`config.mk`:
```
export PLATFORM = sky130hd
export DESIGN_NAME = axi_burst_master
export DESIGN_NICKNAME = d
export VERILOG_FILES = /design/src/rtl/axi_burst_master.sv
export SDC_FILE = /design/constraint.sdc
export NUM_CORES = 1
export LEC_CHECK = 0
export CAP_MARGIN = 20
export CORE_AREA = 2 2 181 183
export CTS_CLUSTER_DIAMETER = 50
export DETAILED_ROUTE_END_ITERATION = 7
export DIE_AREA = 0 0 183 185
export GPL_ROUTABILITY_DRIVEN = 0
export HOLD_SLACK_MARGIN = 0.15
export MAX_ROUTING_LAYER = met4
export SETUP_SLACK_MARGIN = 0.02
export SLEW_MARGIN = 0
export SYNTH_ARGS = -nofsm -noshare
export SYNTH_HDL_FRONTEND = slang
export SYNTH_SLANG_ARGS = --single-unit
```
`constraint.sdc`:
```
create_clock -name clk -period 3.2 [get_ports clk]
set_input_delay 0.96 -clock clk [delete_from_list [all_inputs] [get_ports clk]]
set_output_delay 0.96 -clock clk [all_outputs]
set_load 0.05 [all_outputs]
```
`src/rtl/axi_burst_master.sv`:
```
// axi_burst_master: one-transaction-at-a-time AXI4 burst master (AW/W/B or AR/R).
// Define AXI_MASTER_ERR_CHECK_EN to add sticky err/err_code response checking.
module axi_burst_master #(
  parameter int DATA_WIDTH = 64,
  parameter int ADDR_WIDTH = 32,
  parameter int STRB_WIDTH = DATA_WIDTH / 8,
  parameter int ID_WIDTH   = 4
) (
  input  logic                  clk,
  input  logic                  rst,
  input  logic                  cmd_valid,
  output logic                  cmd_ready,
  input  logic                  cmd_write,
  input  logic [ADDR_WIDTH-1:0] cmd_addr,
  input  logic [7:0]            cmd_len,
  input  logic [ID_WIDTH-1:0]   cmd_id,
  input  logic [DATA_WIDTH-1:0] wr_data,
  input  logic [STRB_WIDTH-1:0] wr_strb,
  input  logic                  wr_valid,
  output logic                  wr_ready,
  output logic [DATA_WIDTH-1:0] rd_data,
  output logic                  rd_last,
  output logic                  rd_valid,
  input  logic                  rd_ready,
  output logic                  done,
`ifdef AXI_MASTER_ERR_CHECK_EN
  output logic                  err,
  output logic [1:0]            err_code,
`endif
  output logic [ID_WIDTH-1:0]   m_axi_awid,
  output logic [ADDR_WIDTH-1:0] m_axi_awaddr,
  output logic [7:0]            m_axi_awlen,
  output logic [2:0]            m_axi_awsize,
  output logic [1:0]            m_axi_awburst,
  output logic                  m_axi_awlock,
  output logic [3:0]            m_axi_awcache,
  output logic [2:0]            m_axi_awprot,
  output logic                  m_axi_awvalid,
  input  logic                  m_axi_awready,
  output logic [DATA_WIDTH-1:0] m_axi_wdata,
  output logic [STRB_WIDTH-1:0] m_axi_wstrb,
  output logic                  m_axi_wlast,
  output logic                  m_axi_wvalid,
  input  logic                  m_axi_wready,
  input  logic [ID_WIDTH-1:0]   m_axi_bid,
  input  logic [1:0]            m_axi_bresp,
  input  logic                  m_axi_bvalid,
  output logic                  m_axi_bready,
  output logic [ID_WIDTH-1:0]   m_axi_arid,
  output logic [ADDR_WIDTH-1:0] m_axi_araddr,
  output logic [7:0]            m_axi_arlen,
  output logic [2:0]            m_axi_arsize,
  output logic [1:0]            m_axi_arburst,
  output logic                  m_axi_arlock,
  output logic [3:0]            m_axi_arcache,
  output logic [2:0]            m_axi_arprot,
  output logic                  m_axi_arvalid,
  input  logic                  m_axi_arready,
  input  logic [ID_WIDTH-1:0]   m_axi_rid,
  input  logic [DATA_WIDTH-1:0] m_axi_rdata,
  input  logic [1:0]            m_axi_rresp,
  input  logic                  m_axi_rlast,
  input  logic                  m_axi_rvalid,
  output logic                  m_axi_rready
);

  localparam logic [2:0] AXSIZE = 3'($clog2(STRB_WIDTH));

  typedef enum logic [2:0] {
    S_IDLE,
    S_AW,
    S_W,
    S_B,
    S_AR,
    S_R
  } state_t;

  state_t                state_q, state_d;
  logic [ADDR_WIDTH-1:0] addr_q, addr_d;
  logic [7:0]            len_q, len_d;
  logic [ID_WIDTH-1:0]   id_q, id_d;
  logic [7:0]            cnt_q, cnt_d;
  logic                  awvalid_q, awvalid_d;
  logic                  arvalid_q, arvalid_d;
  logic                  done_q, done_d;

  wire w_hs = wr_valid & m_axi_wready;
  wire r_hs = m_axi_rvalid & rd_ready;

  // Address channels carry the latched command until the slave accepts it.
  assign m_axi_awid    = id_q;
  assign m_axi_awaddr  = addr_q;
  assign m_axi_awlen   = len_q;
  assign m_axi_awsize  = AXSIZE;
  assign m_axi_awburst = 2'b01;
  assign m_axi_awlock  = 1'b0;
  assign m_axi_awcache = 4'b0011;
  assign m_axi_awprot  = 3'b000;
  assign m_axi_awvalid = awvalid_q;

  assign m_axi_arid    = id_q;
  assign m_axi_araddr  = addr_q;
  assign m_axi_arlen   = len_q;
  assign m_axi_arsize  = AXSIZE;
  assign m_axi_arburst = 2'b01;
  assign m_axi_arlock  = 1'b0;
  assign m_axi_arcache = 4'b0011;
  assign m_axi_arprot  = 3'b000;
  assign m_axi_arvalid = arvalid_q;

  assign m_axi_wdata = wr_data;
  assign m_axi_wstrb = wr_strb;
  assign rd_data     = m_axi_rdata;
  assign rd_last     = m_axi_rlast;
  assign done        = done_q;

  // Next-state and handshake steering for the transaction FSM.
  always_comb begin
    state_d      = state_q;
    addr_d       = addr_q;
    len_d        = len_q;
    id_d         = id_q;
    cnt_d        = cnt_q;
    awvalid_d    = awvalid_q;
    arvalid_d    = arvalid_q;
    done_d       = 1'b0;
    cmd_ready    = 1'b0;
    wr_ready     = 1'b0;
    m_axi_wvalid = 1'b0;
    m_axi_wlast  = 1'b0;
    m_axi_bready = 1'b0;
    m_axi_rready = 1'b0;
    rd_valid     = 1'b0;
    unique case (state_q)
      S_IDLE: begin
        cmd_ready = ~rst;
        if (cmd_valid) begin
          addr_d = cmd_addr;
          len_d  = cmd_len;
          id_d   = cmd_id;
          cnt_d  = cmd_len;
          if (cmd_write) begin
            state_d   = S_AW;
            awvalid_d = 1'b1;
          end else begin
            state_d   = S_AR;
            arvalid_d = 1'b1;
          end
        end
      end
      S_AW: begin
        if (m_axi_awready) begin
          awvalid_d = 1'b0;
          state_d   = S_W;
        end
      end
      S_W: begin
        m_axi_wvalid = wr_valid;
        wr_ready     = m_axi_wready;
        m_axi_wlast  = (cnt_q == 8'd0);
        if (w_hs) begin
          if (cnt_q == 8'd0) begin
            state_d = S_B;
          end else begin
            cnt_d = cnt_q - 8'd1;
          end
        end
      end
      S_B: begin
        m_axi_bready = 1'b1;
        if (m_axi_bvalid) begin
          state_d = S_IDLE;
          done_d  = 1'b1;
        end
      end
      S_AR: begin
        if (m_axi_arready) begin
          arvalid_d = 1'b0;
          state_d   = S_R;
        end
      end
      S_R: begin
        m_axi_rready = rd_ready;
        rd_valid     = m_axi_rvalid;
        if (r_hs) begin
          cnt_d = cnt_q - 8'd1;
          if (m_axi_rlast) begin
            state_d = S_IDLE;
            done_d  = 1'b1;
          end
        end
      end
      default: begin
        state_d = S_IDLE;
      end
    endcase
  end

  // State and command registers; reset abandons any burst in flight.
  always_ff @(posedge clk) begin
    if (rst) begin
      state_q   <= S_IDLE;
      addr_q    <= '0;
      len_q     <= '0;
      id_q      <= '0;
      cnt_q     <= '0;
      awvalid_q <= 1'b0;
      arvalid_q <= 1'b0;
      done_q    <= 1'b0;
    end else begin
      state_q   <= state_d;
      addr_q    <= addr_d;
      len_q     <= len_d;
      id_q      <= id_d;
      cnt_q     <= cnt_d;
      awvalid_q <= awvalid_d;
      arvalid_q <= arvalid_d;
      done_q    <= done_d;
    end
  end

`ifdef AXI_MASTER_ERR_CHECK_EN
  logic       err_q, err_d;
  logic [1:0] code_q, code_d;

  assign err      = err_q;
  assign err_code = code_q;

  // Sticky error on bad response, ID mismatch or early rlast.
  always_comb begin
    err_d  = err_q;
    code_d = code_q;
    if (state_q == S_B && m_axi_bvalid) begin
      if (m_axi_bresp != 2'b00) begin
        err_d  = 1'b1;
        code_d = m_axi_bresp;
      end
      if (m_axi_bid != id_q) err_d = 1'b1;
    end
    if (state_q == S_R && r_hs) begin
      if (m_axi_rresp != 2'b00) begin
        err_d  = 1'b1;
        code_d = m_axi_rresp;
      end
      if (m_axi_rid != id_q) err_d = 1'b1;
      if (m_axi_rlast && cnt_q != 8'd0) err_d = 1'b1;
    end
  end

  // Error state survives everything but reset.
  always_ff @(posedge clk) begin
    if (rst) begin
      err_q  <= 1'b0;
      code_q <= 2'b00;
    end else begin
      err_q  <= err_d;
      code_q <= code_d;
    end
  end
`else
  logic unused;
  assign unused = ^{m_axi_bid, m_axi_bresp, m_axi_rid, m_axi_rresp};
`endif

endmodule
```
==> results of run 1 <==
[synthesized netlist by cell type (2+ instances only)]
library cell  instances  share of area
inv_1                 3         0.0026
buf_4               208           0.37
a211oi_1              3         0.0053
dfxtp_1              58           0.27
nand3_1               9          0.011
nand4_1               2         0.0029
o32ai_2               6          0.023
nor3_1                5         0.0059
and2_1                4         0.0059
a221oi_1              4         0.0082
buf_6                 3         0.0079
buf_2                10          0.012
nor2_1               10         0.0088
or2_1                 2         0.0029
nand2b_1             11          0.016
or3_1                 2         0.0029
o31a_1                2         0.0041
nand2_1              97          0.086
mux2i_1               2         0.0047
ha_1                  2         0.0059
clkbuf_1              8         0.0071
a21oi_1              53          0.062
conb_1                2         0.0018
nor4bb_1              2         0.0047
[routing by layer]
| metal | GRT usage | routed length [µm] | up-vias |
|---|---|---|---|
| met5 | - | 0 | - |
| met4 | 0.0582 | 723 | 0 |
| met3 | 0.0326 | 1270 | 69 |
| met2 | 0.127 | 6490 | 192 |
| met1 | 0.0658 | 4220 | 1385 |
| li1 | - | - | 1467 |
[where the power goes]
group          total, mW  internal [mW]  switching (mW)
logic               2.43          0.820            1.61
registers           1.05          0.894           0.161
clock network      0.999          0.624           0.376
total               4.49           2.34            2.15
[through the flow]
stage / total power [mW] / hold WS [ns] / utilization
floorplan: 3.38 / 0.475 / -
global placement: 3.50 / 0.459 / 0.151
detailed placement: 3.54 / 0.461 / 0.151
CTS: 4.58 / 0.469 / 0.160
global route: 4.76 / 0.495 / 0.160
finish: 4.49 / 0.465 / 0.160
[worst max-delay path, stage by stage (launching register included)]
cell and delay (ns):
dfxtp_1 0.62, and3_1 0.26, clkdlybuf4s50_1 0.81
[sequential cells by signal (all words and copies together), names as in the netlist]
signal / cells
cnt_q: 8
m_axi_arid: 4
m_axi_awvalid: 1
state_q: 3
done: 1
m_axi_arvalid: 1
m_axi_arlen: 8
m_axi_araddr: 32
[cells in the final DEF (no fill, tap or decap), types with 4 or more instances in the layout]
master / n
conb_1: 26
nand2_1: 97
a21oi_1: 53
buf_12: 6
a221oi_1: 4
nand2b_1: 11
clkbuf_16: 9
nor3_1: 4
dfxtp_1: 58
o32ai_2: 6
buf_4: 8
nor2_1: 10
clkdlybuf4s50_1: 146
nand3_1: 8
and2_1: 4
[cell families after synthesis]
kind of cell | synth area share
AOI/OAI and AO/OA | 0.148
adders and majority gates | 0.00589
buffers and inverters | 0.398
DFF | 0.273
muxes | 0.00471
other | 0.00177
and+or+nand+nor | 0.168
[final cells by class]
| type | instances | area (µm²) | share of cell area |
|---|---|---|---|
| repair buffers | 161 | 1650 | 0.321 |
| multi-input cells | 270 | 1500 | 0.292 |
| flip-flops and latches | 58 | 1160 | 0.226 |
| well taps | 408 | 510 | 0.0994 |
| clock buffers | 10 | 239 | 0.0465 |
| clock inverters | 6 | 66.3 | 0.0129 |
| inverters | 3 | 11.3 | 0.00219 |
[worst max-delay path by stage]
stage                              end  slack [ns]  depth (start not counted)
after floorplan              cmd_ready        0.42                          2
after global placement    m_axi_rready        0.37                          3
after detailed placement  m_axi_rready        0.35                          3
after CTS                 m_axi_bready        0.19                          2
after global routing      m_axi_bready        0.12                          2
final                     m_axi_bready        0.21                          2
==> impl_metrics.yaml, run 1 <==
clock_network:
  cts_resized: 0
  cts_tree: "yes"
  clockRootBuffer: "clkbuf_16"
  hold_buffers: 0
  clock_path_buffers: 2
  cts-htree-levels: 3
  path_clk_slew_ns: 0.06
  clk_latency_ns: 0.33
  postCtsSetupBuffers: 0
  numClockSinks: 58
  cts_buffers: 9
worst_setup_path:
  r2r_setup_slack_ns: 1.08
  critPathArrivalTime_ns: 2.03
  critPathMaxFanout: 15
  end_kind: "output pin"
  startpoint: "state_q[0]"
  r2r_cells: 5
  rr_startpoint: "state_q[1]"
  crit_type: "flip-flop to output pin"
  timing.rr.end: "cnt_q[7]"
  critPathRequiredTime_ns: 2.24
  start_kind: "flip-flop"
sta:
  worst_pin_slew_ns: 0.777
  period_share: 0.933
  maxSlewViolCount: 0
  final_hold_viol_count: 0
  setup_violations: 0
  worst_clock_skew_ns: 0.00975
  rsz0062_at_grt: "false"
  setup_slack_ns: 0.214
  max_freq_mhz: 335
  max_slew_margin: 0.482
  fin_crit_ns: 2.99
  tns_ns: 0
drt:
  dr.pass1.iters: 4
  finalWirelength_um: 12700
  via_per_inst: 3.40
  first_iter_violations: 64
  num_vias: 3113
  wl_per_cell_um: 13.9
  drc: 0
  final_antenna_net_count: 0
yosys:
  syn_inst: 537
  synth_edf_count: 0
  ys_seq_elements: 58
  yosysSeqAreaShare: 0.273
  yosys_warnings: 0
  async_reset_ff_frac: 0
  synth_cell_type_count: 53
  syn_area_per_cell_um2: 7.91
  synth_ff_type: "dfxtp_1"
  syn_area_um2: 4250
placement:
  dp.final_hpwl_um: 9690
  place_inst: 900
  portBuffers: 154
  post_dp_cell_area_um2: 4830
  dp_slack_ns: 0.349
global_routing:
  grt_pass1_wl_um: 17900
  antenna_found_initial: 1
  grt_util_all_layers: 0.0748
  grt-ovfl-total: 0
  grt_start_max_net_pins: 68
  grt_pass1_vias: 2969
cells_and_area:
  diodes: 0
  stdcell_count: 916
  fin_area_um2: 5140
  layout-drive-gt1-share: 0.0984
  fill_cells: 3612
  final_nets: 709
  area_delta_synth_final_pct: 20.9
flow_run:
  cap_viol_max_count: 0
power_and_ir_drop:
  p_per_area_nw_per_um2: 874
  ir_drop_v: 0.000235
  leakagePower_nw: 1.80
floorplanning:
  rows: 66
  num_io_pins: 465
  core_area_um2: 32000
  die_h_um: 185
  die_area_um2: 33900
  start_util: 0.133
  die_width_um: 183
min_path:
  hp-class: "flip-flop to flip-flop"
  holdPathStages: 2
  min_to: "m_axi_araddr[31]"
  hold_start: "m_axi_araddr[31]"
outcome:
  status: "finished clean"
No activity file was read; power rests on OpenSTA's default activity.
==> inputs of run 2 (changes only) <==
--- a/config.mk
+++ b/config.mk
@@ -6,13 +6,15 @@
 export NUM_CORES = 1
 export LEC_CHECK = 0
 export CAP_MARGIN = 20
-export CORE_AREA = 2 2 181 183
+export CELL_PAD_IN_SITES_DETAIL_PLACEMENT = 0
+export CELL_PAD_IN_SITES_GLOBAL_PLACEMENT = 2
+export CORE_AREA = 2 2 183 185
 export CTS_CLUSTER_DIAMETER = 50
 export DETAILED_ROUTE_END_ITERATION = 7
-export DIE_AREA = 0 0 183 185
-export GPL_ROUTABILITY_DRIVEN = 0
+export DIE_AREA = 0 0 185 187
+export GPL_ROUTABILITY_DRIVEN = 1
 export HOLD_SLACK_MARGIN = 0.15
-export MAX_ROUTING_LAYER = met4
+export PLACE_DENSITY_LB_ADDON = 0.1
 export SETUP_SLACK_MARGIN = 0.02
 export SLEW_MARGIN = 0
 export SYNTH_ARGS = -nofsm -noshare
==> run 2 against run 1 <==
  * Non-clock buffer count unchanged
  * Flip-flop and latch count did not move
  * Combinational power rose by 3%
  * Via count up 1.9%
  * Largest cell class unchanged
==> impl_metrics.yaml, run 2 (synthesis gave the netlist of run 1 again) <==
global_routing:
  grt_pass1_vias: 3141
  grt_start_max_net_pins: 68
  grt_util_all_layers: 0.0764
  grt_pass1_wl_um: 19500
  grt-ovfl-total: 0
  antenna_found_initial: 1
sta:
  setup_violations: 0
  worst_pin_slew_ns: 0.899
  final_hold_viol_count: 0
  period_share: 0.889
  max_freq_mhz: 352
  tns_ns: 0
  rsz0062_at_grt: "false"
  max_slew_margin: 0.401
  maxSlewViolCount: 0
  worst_clock_skew_ns: 0.0116
  fin_crit_ns: 2.84
cells_and_area:
  largest_reg_flops: 32
  layout-drive-gt1-share: 0.0984
  final_nets: 709
  fill_cells: 3746
  diodes: 0
  layout_commonest_cell: "clkdlybuf4s50_1"
  area_delta_synth_final_pct: 22.7
  post-route-util: 0.159
  final_cell_mix: "146 x clkdlybuf4s50_1, 97 x nand2_1, 58 x dfxtp_1"
floorplanning:
  num_io_pins: 465
  core_area_um2: 32900
  start_util: 0.129
  die_area_um2: 34600
  die_h_um: 187
  die_width_um: 185
  rows: 67
clock_network:
  cts-htree-levels: 3
  clk_latency_ns: 0.34
  clockRootBuffer: "clkbuf_16"
  cts_buffers: 9
  numClockSinks: 58
  postCtsSetupBuffers: 0
  clock_path_buffers: 2
  cts_resized: 0
  cts_tree: "yes"
  path_clk_slew_ns: 0.06
  hold_buffers: 0
drt:
  final_antenna_net_count: 0
  finalWirelength_um: 13500
  dr.pass1.iters: 4
  via_per_inst: 3.32
  first_iter_violations: 126
  num_vias: 3172
  drc: 0
  wl_per_cell_um: 14.1
worst_setup_path:
  critPathArrivalTime_ns: 1.88
  r2r_setup_slack_ns: 1.15
  r2r_cells: 6
  critPathMaxFanout: 8
  start_kind: "flip-flop"
  crit_type: "flip-flop to output pin"
  critPathRequiredTime_ns: 2.24
  end_kind: "output pin"
placement:
  portBuffers: 154
  dp.final_hpwl_um: 9530
  place_congestion: 0.651
power_and_ir_drop:
  p_per_area_nw_per_um2: 879
  leakagePower_nw: 1.81
  ir_drop_v: 0.000172
min_path:
  holdPathStages: 2
  hp-class: "flip-flop to flip-flop"
flow_run:
  cap_viol_max_count: 0
outcome:
  status: "finished clean"
-- run 2: cell counts in the layout (fill, tap and decap cells not counted) --
Identical to the previous run, type by type.
-- run 2: path summary, 6_finish.rpt --
path,to,start
max,m_axi_bready,state_q[1]
min,m_axi_araddr[4],m_axi_araddr[4]
max reg2reg,cnt_q[7],state_q[1]
min reg2reg,m_axi_araddr[4],m_axi_araddr[4]
-- run 2: cell type report --
cell class	instances	area (µm²)	area share
flip-flops and latches	58	1160	0.223
multi-input cells	270	1500	0.288
clock buffers	10	239	0.0458
well taps	448	561	0.108
clock inverters	6	66.3	0.0127
inverters	3	11.3	0.00216
repair buffers	161	1670	0.321
-- run 2: critical path, stage by stage (launching register included) --
cell             delay, ns
dfxtp_1               0.47
and3_1                0.25
clkdlybuf4s50_1       0.83
-- run 2: power by group --
group | total (mW) | switching, mW | leakage (nW) | internal (mW)
logic | 2.51 | 1.67 | 1.19 | 0.846
registers | 1.06 | 0.162 | 0.476 | 0.894
clock network | 1.01 | 0.389 | 0.141 | 0.624
-- run 2: metrics by stage --
step	total power [mW]	hold WS (ns)	worst slack, ns	cells	cell area, µm²
after global placement	3.64	0.459	0.376	940	4910
after CTS	4.69	0.477	0.305	956	5210
after global routing	4.86	0.490	0.265	956	5210
after floorplan	3.38	0.475	0.423	561	4340
final	4.58	0.472	0.356	956	5210
after detailed placement	3.63	0.468	0.368	940	4910
-- run 2: layer usage --
layer / routed length, µm / vias to the layer above / part of all wire / track usage
met2: 5900 / 180 / 0.44 / 0.119
met3: 1230 / 71 / 0.091 / 0.0261
li1: - / 1471 / - / -
met4: 614 / 2 / 0.045 / 0.0473
met1: 5770 / 1448 / 0.43 / 0.0900
met5: 12 / - / 0.00089 / 0
==> inputs of run 3 (changes only) <==
--- a/config.mk
+++ b/config.mk
@@ -9,7 +9,7 @@
 export CELL_PAD_IN_SITES_DETAIL_PLACEMENT = 0
 export CELL_PAD_IN_SITES_GLOBAL_PLACEMENT = 2
 export CORE_AREA = 2 2 183 185
-export CTS_CLUSTER_DIAMETER = 50
+export CTS_CLUSTER_DIAMETER = 40
 export DETAILED_ROUTE_END_ITERATION = 7
 export DIE_AREA = 0 0 185 187
 export GPL_ROUTABILITY_DRIVEN = 1
==> results of run 3 <==
No change in the layout: final DEF, timing and power equal those of run 2.
